File: src/rtl/sar_adc_seq.sv
// sar_adc_seq: multi-channel SAR ADC sequencer with
// per-channel averaging and continuous scan mode.
module sar_adc_seq #(
    parameter int ADC_WIDTH = 8,
    parameter int CH_NUM    = 4,
    parameter int AVG_LOG2  = 0,
    localparam int CW = (CH_NUM > 1) ? $clog2(CH_NUM) : 1
) (
    input  logic                 clk,
    input  logic                 rst_n,
    input  logic                 start,
    input  logic                 cont,
    input  logic [CH_NUM-1:0]    ch_mask,
    input  logic                 cmp,
    output logic [ADC_WIDTH-1:0] DACF,
    output logic [CW-1:0]        ch_sel,
    output logic                 smp,
    output logic                 busy,
    output logic                 den,
    output logic                 eoc,
    output logic [ADC_WIDTH-1:0] Dout,
    output logic [CW-1:0]        Dch
);

    localparam int BW = $clog2(ADC_WIDTH);
    localparam int AW = ADC_WIDTH + AVG_LOG2;
    localparam int NW = AVG_LOG2 + 1;
    localparam logic [NW-1:0] AVG_LAST = NW'((1 << AVG_LOG2) - 1);

    localparam logic [1:0] IDLE   = 2'd0;
    localparam logic [1:0] SAMPLE = 2'd1;
    localparam logic [1:0] CONV   = 2'd2;
    localparam logic [1:0] OUT    = 2'd3;

    logic [1:0]           state;
    logic [ADC_WIDTH-1:0] sar;
    logic [ADC_WIDTH-1:0] trial;
    logic [ADC_WIDTH-1:0] sar_nxt;
    logic [BW-1:0]        bit_idx;
    logic [AW-1:0]        acc;
    logic [AW-1:0]        acc_sum;
    logic [NW-1:0]        avg_cnt;
    logic [CH_NUM-1:0]    mask_q;
    logic [CW-1:0]        first_ch;
    logic [CW-1:0]        next_ch;
    logic                 has_next;
    logic                 any_req;

    assign trial   = sar | (ADC_WIDTH'(1) << bit_idx);
    assign sar_nxt = cmp ? trial : sar;
    assign acc_sum = acc + AW'(sar_nxt);
    assign any_req = |ch_mask;

    // lowest enabled channel of the live mask, used at scan start
    always_comb begin
        first_ch = '0;
        for (int i = CH_NUM - 1; i >= 0; i--) begin
            if (ch_mask[i]) first_ch = CW'(i);
        end
    end

    always_comb begin
        next_ch  = '0;
        has_next = 1'b0;
        for (int i = CH_NUM - 1; i >= 0; i--) begin
            if (mask_q[i] && (i > int'(ch_sel))) begin
                next_ch  = CW'(i);
                has_next = 1'b1;
            end
        end
    end

    assign DACF = (state == CONV) ? trial : '0;
    assign smp  = (state == SAMPLE);
    assign busy = (state != IDLE);
    assign den  = (state == OUT);
    assign eoc  = den && !has_next;

    always_ff @(posedge clk or negedge rst_n) begin
        if (!rst_n) begin
            state   <= IDLE;
            sar     <= '0;
            bit_idx <= '0;
            acc     <= '0;
            avg_cnt <= '0;
            mask_q  <= '0;
            ch_sel  <= '0;
            Dout    <= '0;
            Dch     <= '0;
        end else begin
            unique case (state)
                IDLE: begin
                    if (start && any_req) begin
                        mask_q  <= ch_mask;
                        ch_sel  <= first_ch;
                        acc     <= '0;
                        avg_cnt <= '0;
                        state   <= SAMPLE;
                    end
                end
                SAMPLE: begin
                    sar     <= '0;
                    bit_idx <= BW'(ADC_WIDTH - 1);
                    state   <= CONV;
                end
                CONV: begin
                    sar <= sar_nxt;
                    if (bit_idx == '0) begin
                        acc <= acc_sum;
                        if (avg_cnt == AVG_LAST) begin
                            Dout  <= acc_sum[AVG_LOG2 +: ADC_WIDTH];
                            Dch   <= ch_sel;
                            state <= OUT;
                        end else begin
                            avg_cnt <= avg_cnt + NW'(1);
                            state   <= SAMPLE;
                        end
                    end else begin
                        bit_idx <= bit_idx - BW'(1);
                    end
                end
                OUT: begin
                    acc     <= '0;
                    avg_cnt <= '0;
                    if (has_next) begin
                        ch_sel <= next_ch;
                        state  <= SAMPLE;
                    end else if (cont && any_req) begin
                        mask_q <= ch_mask;
                        ch_sel <= first_ch;
                        state  <= SAMPLE;
                    end else begin
                        state <= IDLE;
                    end
                end
                default: state <= IDLE;
            endcase
        end
    end

endmodule

File: config.mk
export PLATFORM = sky130hd
export DESIGN_NAME = sar_adc_seq
export DESIGN_NICKNAME = d
export VERILOG_FILES = /design/src/rtl/sar_adc_seq.sv
export SDC_FILE = /design/constraint.sdc
export NUM_CORES = 1
export LEC_CHECK = 0
export CAP_MARGIN = 20
export CORE_MARGIN = 10
export CORE_UTILIZATION = 60
export CTS_BUF_LIST = sky130_fd_sc_hd__clkbuf_4 sky130_fd_sc_hd__clkbuf_8
export DETAILED_ROUTE_END_ITERATION = 16
export PLACE_DENSITY = 0.88
export SYNTH_ARGS = -nofsm -noshare
export SYNTH_HDL_FRONTEND = slang
export SYNTH_SLANG_ARGS = --single-unit
File: constraint.sdc
create_clock -name clk -period 4.8 [get_ports clk]
set_clock_uncertainty 0.2 [all_clocks]
set_input_delay 0.72 -clock clk [delete_from_list [all_inputs] [get_ports clk]]
set_output_delay 0.72 -clock clk [all_outputs]
set_load 0.01 [all_outputs]
### Word-level counts from Yosys, hierarchy flattened

Cells that the tools add are included.

* register bits: 38
* input bits: 9
* word-level logic and storage cells: 83

* add/sub/neg operators: 3
* order comparisons: 3
* equality and inequality tests: 9
* shifts and indexed selects: 1
* mux-type cells: 36
* bitwise operators: 2
* reduce and logical (&&, ||, !) cells: 20

Operators with widths (count)
* 8-bit 2-to-1 mux: 4
* 2-bit 2-to-1 mux: 13
* 8-bit case mux with 3 select lines: 1
* 8-bit case mux with 2 select lines: 1
* 4-bit 2-to-1 mux: 3
* 3-bit AND reduction: 3
* 8-bit adder: 1
* 1-bit 2-to-1 mux: 8
* 8-bit OR: 1
* 2-bit case mux with 4 select lines: 1
* 4-bit case mux with 2 select lines: 1
* 1-bit by 3-bit left shift with 8-bit output (first input constant): 1
* 1-bit logical AND: 6
* 2-bit != test (second input constant): 3
* 3-bit case mux with 2 select lines: 1
* 2-bit nonzero test: 3
* 2-bit equality test (second input constant): 2
* 2-bit > comparator (first input constant): 2
* 2-bit by 1-bit != test with 1-bit output (second input constant): 2
* 2-bit case mux with 2 select lines: 1
* 2-bit AND reduction: 2
* 4-bit AND reduction: 1
* 4-bit OR reduction: 1
* 3-bit logical NOT: 1
* 11 further kinds: 11

### Longest topological paths before layout

* depth after elaboration: 7
* gate-level depth with buffers: 10

### Least setup slack after synthesis

No wires, ideal clock.

* path kind: input -> register
* start point: input port cmp
* end point: register acc[6]
* setup time: 128 ps
* arrival time: 2231 ps
* data required time: 4472 ps
* setup slack: 2241 ps
* cell stages on the path: 9
* buffers on the path: 0
* cell sequence: nor2b_1 a21o_1 ha_1 fa_1 nand3_1 nand2_1 a31oi_1 xor2_1 o21ai_0

* word-level cells in the longest chain between the ends: 4

RTL lines
* start: declaration: RTL line 14 `input logic cmp,`
* 8-bit 2-to-1 mux: RTL line 50 `assign sar_nxt = cmp ? trial : sar;`
* 8-bit adder: RTL line 51 `assign acc_sum = acc + AW'(sar_nxt);`
* 8-bit 2-to-1 mux: RTL line 108 `if (bit_idx == '0) begin`
* 8-bit case mux with 3 select lines: RTL line 91 `unique case (state)`
* end signal: assignment: RTL line 109 `acc <= acc_sum;`
* end: declaration: RTL line 40 `logic [AW-1:0] acc;`

Every way passes these cells. The select of a mux whose other input is x is not followed.
A chain may end at the register's enable or synchronous reset.

### Final worst setup path

* start point: register state[0]
* end point: output port DACF[3]

* word-level cells in the longest chain between the ends: 2

RTL lines
* start: declaration: RTL line 35 `logic [1:0] state;`
* start signal: assignment: RTL line 81 `state <= IDLE;`
* start signal: assignment: RTL line 98 `state <= SAMPLE;`
* start signal: assignment: RTL line 104 `state <= CONV;`
* 2-bit equality test: RTL line 73 `assign DACF = (state == CONV) ? trial : '0;`
* 8-bit 2-to-1 mux: RTL line 73
* end: declaration: RTL line 15 `output logic [ADC_WIDTH-1:0] DACF,`

Every way passes these cells.

==> results.tsv <==
stage	metric	value	unit
clock_network	Resize count post-CTS	0	
timing	Final min period	3.23	ns
timing	fmax	309	MHz
clock_network	Sink Count	36	
yosys	fraction of registers with async set/reset	100	%
power_and_ir_drop	Seq pwr share	32.9	%
timing	RSZ-0062 raised after global routing	false	
clock_network	CTS tree	built	
critical_path	crit-path leading delay family	buffers and inverters	
yosys	syn avg cell area	10.1	sq um
floorplan	Die X	79.4	microns
timing	Hold Fails Final Rpt	0	
global_route	Overall Global Routing Usage	15.9	%
layout	final core area utilization	76.8	%
yosys	flops & latches, synth	36	
critical_path	cell type of the slowest stage on the worst timing path	clkdlybuf4s50_1	
timing	Final setup violation count	0	
timing	fin. max-slew vios	0	
global_route	number of global-route vias before repair	1685	
drt	First-pass DRT Iterations	4	
timing	worst-margin pin slew	0.634	ns
yosys	Synth top area share	42.5	%
layout	cell area after layout	2580	sq um
layout	Area growth syn-to-layout	21.9	%
clock_network	Reg clk slew, reported paths	0.11	ns
clock_network	CTS H-tree depth	2	
clock_network	CTS Buf Count	5	
power_and_ir_drop	Max VDD drop	315	uV
drt	Initial DRC Count	199	
power_and_ir_drop	Internal	755	uW
place	DP Area	2490	sq um
power_and_ir_drop	Comb pwr share	47.0	%
layout	Final Non-Filler Cells	293	
layout	Post-layout nets	274	
yosys	yosys warns	0	
yosys	Mapped Nets	238	
yosys	sequential fraction of the synthesis area	42.5	%
yosys	post-synthesis cell area	2120	sq um
critical_path	crit-path max FO	10	
drt	Total Wirelength	4.64	mm
clock_network	post-CTS setup buffers	0	
clock_network	cts hold-fix bufs	0	
worst_hold_path	type of the most critical hold path	register to register	
power_and_ir_drop	Lkg Pwr	0.00125	uW
drt	DRC viols	0	
floorplan	Die H	79.4	microns
layout	Diodes inserted	0	
clock_network	worst-skew pair later-pin latency	0.36	ns
power_and_ir_drop	Sw Ratio	37.7	%
critical_path	Largest stage delay, worst path	0.56	ns
critical_path	critical path type	register to primary output	
clock_network	Root Buffer	clkbuf_4	
place	PortBufs	32	
run	maximum capacitance violations	0	
yosys	largest area contributor in the netlist	dfrtp_1	
yosys	Synth Flop Type	dfrtp_1	
timing	Rel. slew slack	57.6	%
global_route	first-pass GRT wire length	8.10	mm
timing	Tcrit/Tclk final	67.4	%
power_and_ir_drop	Sw Pwr	458	uW
yosys	Distinct cells, synth	39	
critical_path	WP data required	3.88	ns
yosys	largest cells by area after synthesis	dfrtp_1 43%, ha_1 11%, a21oi_1 5.4%	
drt	Via density	5.62	
floorplan	std cell rows	21	
global_route	antenna violations before repair	0	
critical_path	startpoint types	register	
power_and_ir_drop	power per cell area	469	nW/um^2
layout	layout cell share with drive strength beyond 1	13.0	%
place	placed insts	285	
floorplan	initial core utilization	63.0	%
floorplan	I/O Pins	33	
place	DP Wirelength	3.47	mm
floorplan	die area	6310	sq um
drt	wire length per cell	15.8	microns
floorplan	Core ar.	3360	sq um
drt	post-route antenna net violation count	0	
critical_path	cells along the critical path	inv_1, ha_1, clkinv_1, nor2_1, clkdlybuf4s50_1	
clock_network	Max clock buf depth	2	
power_and_ir_drop	total power	1210	uW
drt	vias after detailed routing	1648	
yosys	Post-synth EDFFs	0	
yosys	Cells after Synth	210	
power_and_ir_drop	Clock Power Share	20.1	%
critical_path	Arrival @ worst endpoint	2.31	ns
critical_path	Critical path buffers and inverters	3	
outcome	status	finished, final reports clean	
critical_path	Worst Setup End Kind	primary output	
global_route	largest net degree at the start of global routing	37	
global_route	GRT overflow	0	
timing	Fin Setup TNS	0	ns
place	Routability Congestion	0.885	
final timing paths:
check                      slack (ns)                      to  cells after the start              startpoint
setup / recovery                 1.57                 DACF[3]                      5    state[0]$_DFFE_PN0P_
hold / removal                   0.30     Dout[6]$_DFFE_PN0P_                      2     Dout[6]$_DFFE_PN0P_
setup reg to reg                 2.16     Dout[6]$_DFFE_PN0P_                      9  bit_idx[2]$_DFFE_PN0P_
hold reg to reg                  0.30     Dout[6]$_DFFE_PN0P_                      2     Dout[6]$_DFFE_PN0P_
max in group asynchronous        3.51  bit_idx[0]$_DFFE_PN0P_                      2                   rst_n
min in group asynchronous        0.57   mask_q[3]$_DFFE_PN0P_                      2                   rst_n
flip-flops by register name (all words and copies together), names as in the netlist:
signal	cells
Dch	2
Dout	8
acc	8
bit_idx	3
ch_sel	2
mask_q	3
sar	8
state	2
final cells by class:
class	instances	area [sq um]
clock inverter	1	30.0
timing repair buffer	33	328
inverter	10	37.5
sequential	36	901
clock buffer	7	65.1
multi-input combinational	160	1160
tap	46	57.6
fill	241	781
metrics by stage:
step	setup WS, ns	hold slack, ns
2_1_floorplan	2.24	0.224
3_3_place_gp	1.52	0.269
3_5_place_dp	1.47	0.279
4_1_cts	1.55	0.306
5_1_grt	1.44	0.341
6_report	1.57	0.296
per-layer routing:
layer	global-route usage, %	wire length (microns)	up-vias
met3	6.53	310	7
met4	5.02	52	0
met1	20.4	2130	790
met5	0	0	-
met2	23.7	2150	38
li1	-	-	813
worst register-to-register path, delay by kind of cell, from the launching register on:
| kind | cells | cell delay [ns] |
|---|---|---|
| AOI/OAI and AO/OA | 3 | 0.54 |
| adders and majority gates | 2 | 0.62 |
| DFF | 1 | 0.61 |
| xor gates and xnor gates | 1 | 0.19 |
| and+or+nand+nor | 3 | 0.34 |
cell usage in the layout (no fill, tap or decap), types with 2 or more instances in the layout:
cell,synthesis,routed
dfrtp_1,36,36
clkdlybuf4s50_1,0,32
a21oi_1,23,23
nor2_1,18,18
ha_1,18,18
nand2_1,17,17
o21ai_0,11,11
inv_1,9,9
nand2b_1,8,8
mux2_2,7,7
a21boi_0,7,7
a21o_1,6,6
a22o_1,6,6
clkbuf_4,0,5
a31o_2,4,4
xnor2_1,4,4
xor2_1,3,3
mux2_4,3,3
nand3_1,2,2
a31oi_1,2,2
or4_4,2,2
or2_2,2,2
nand3b_1,2,2
clkbuf_8,0,2
logic make-up after synthesis:
| family | synth area share (%) |
|---|---|
| simple gates | 12.6 |
| fa+ha+maj | 11.6 |
| mux | 5.85 |
| compound gates | 22.0 |
| flops | 42.5 |
| xor+xnor | 2.89 |
| buf+inv | 2.54 |
synth_stat cells, types with 4 or more instances:
cell,n
nand2b_1,8
nand2_1,17
dfrtp_1,36
a21o_1,6
mux2_2,7
a22o_1,6
a21boi_0,7
o21ai_0,11
inv_1,9
a21oi_1,23
ha_1,18
nor2_1,18
a31o_2,4
xnor2_1,4
power by group through the flow:
stage / clock, uW / combinational, uW / sequential (uW)
final: 243 / 570 / 399
after global routing: 261 / 631 / 406
after CTS: 248 / 572 / 398
after detailed placement: 0 / 569 / 405
after global placement: 0 / 554 / 403
after floorplan: 0 / 398 / 397
No activity file was read; power rests on OpenSTA's default activity.
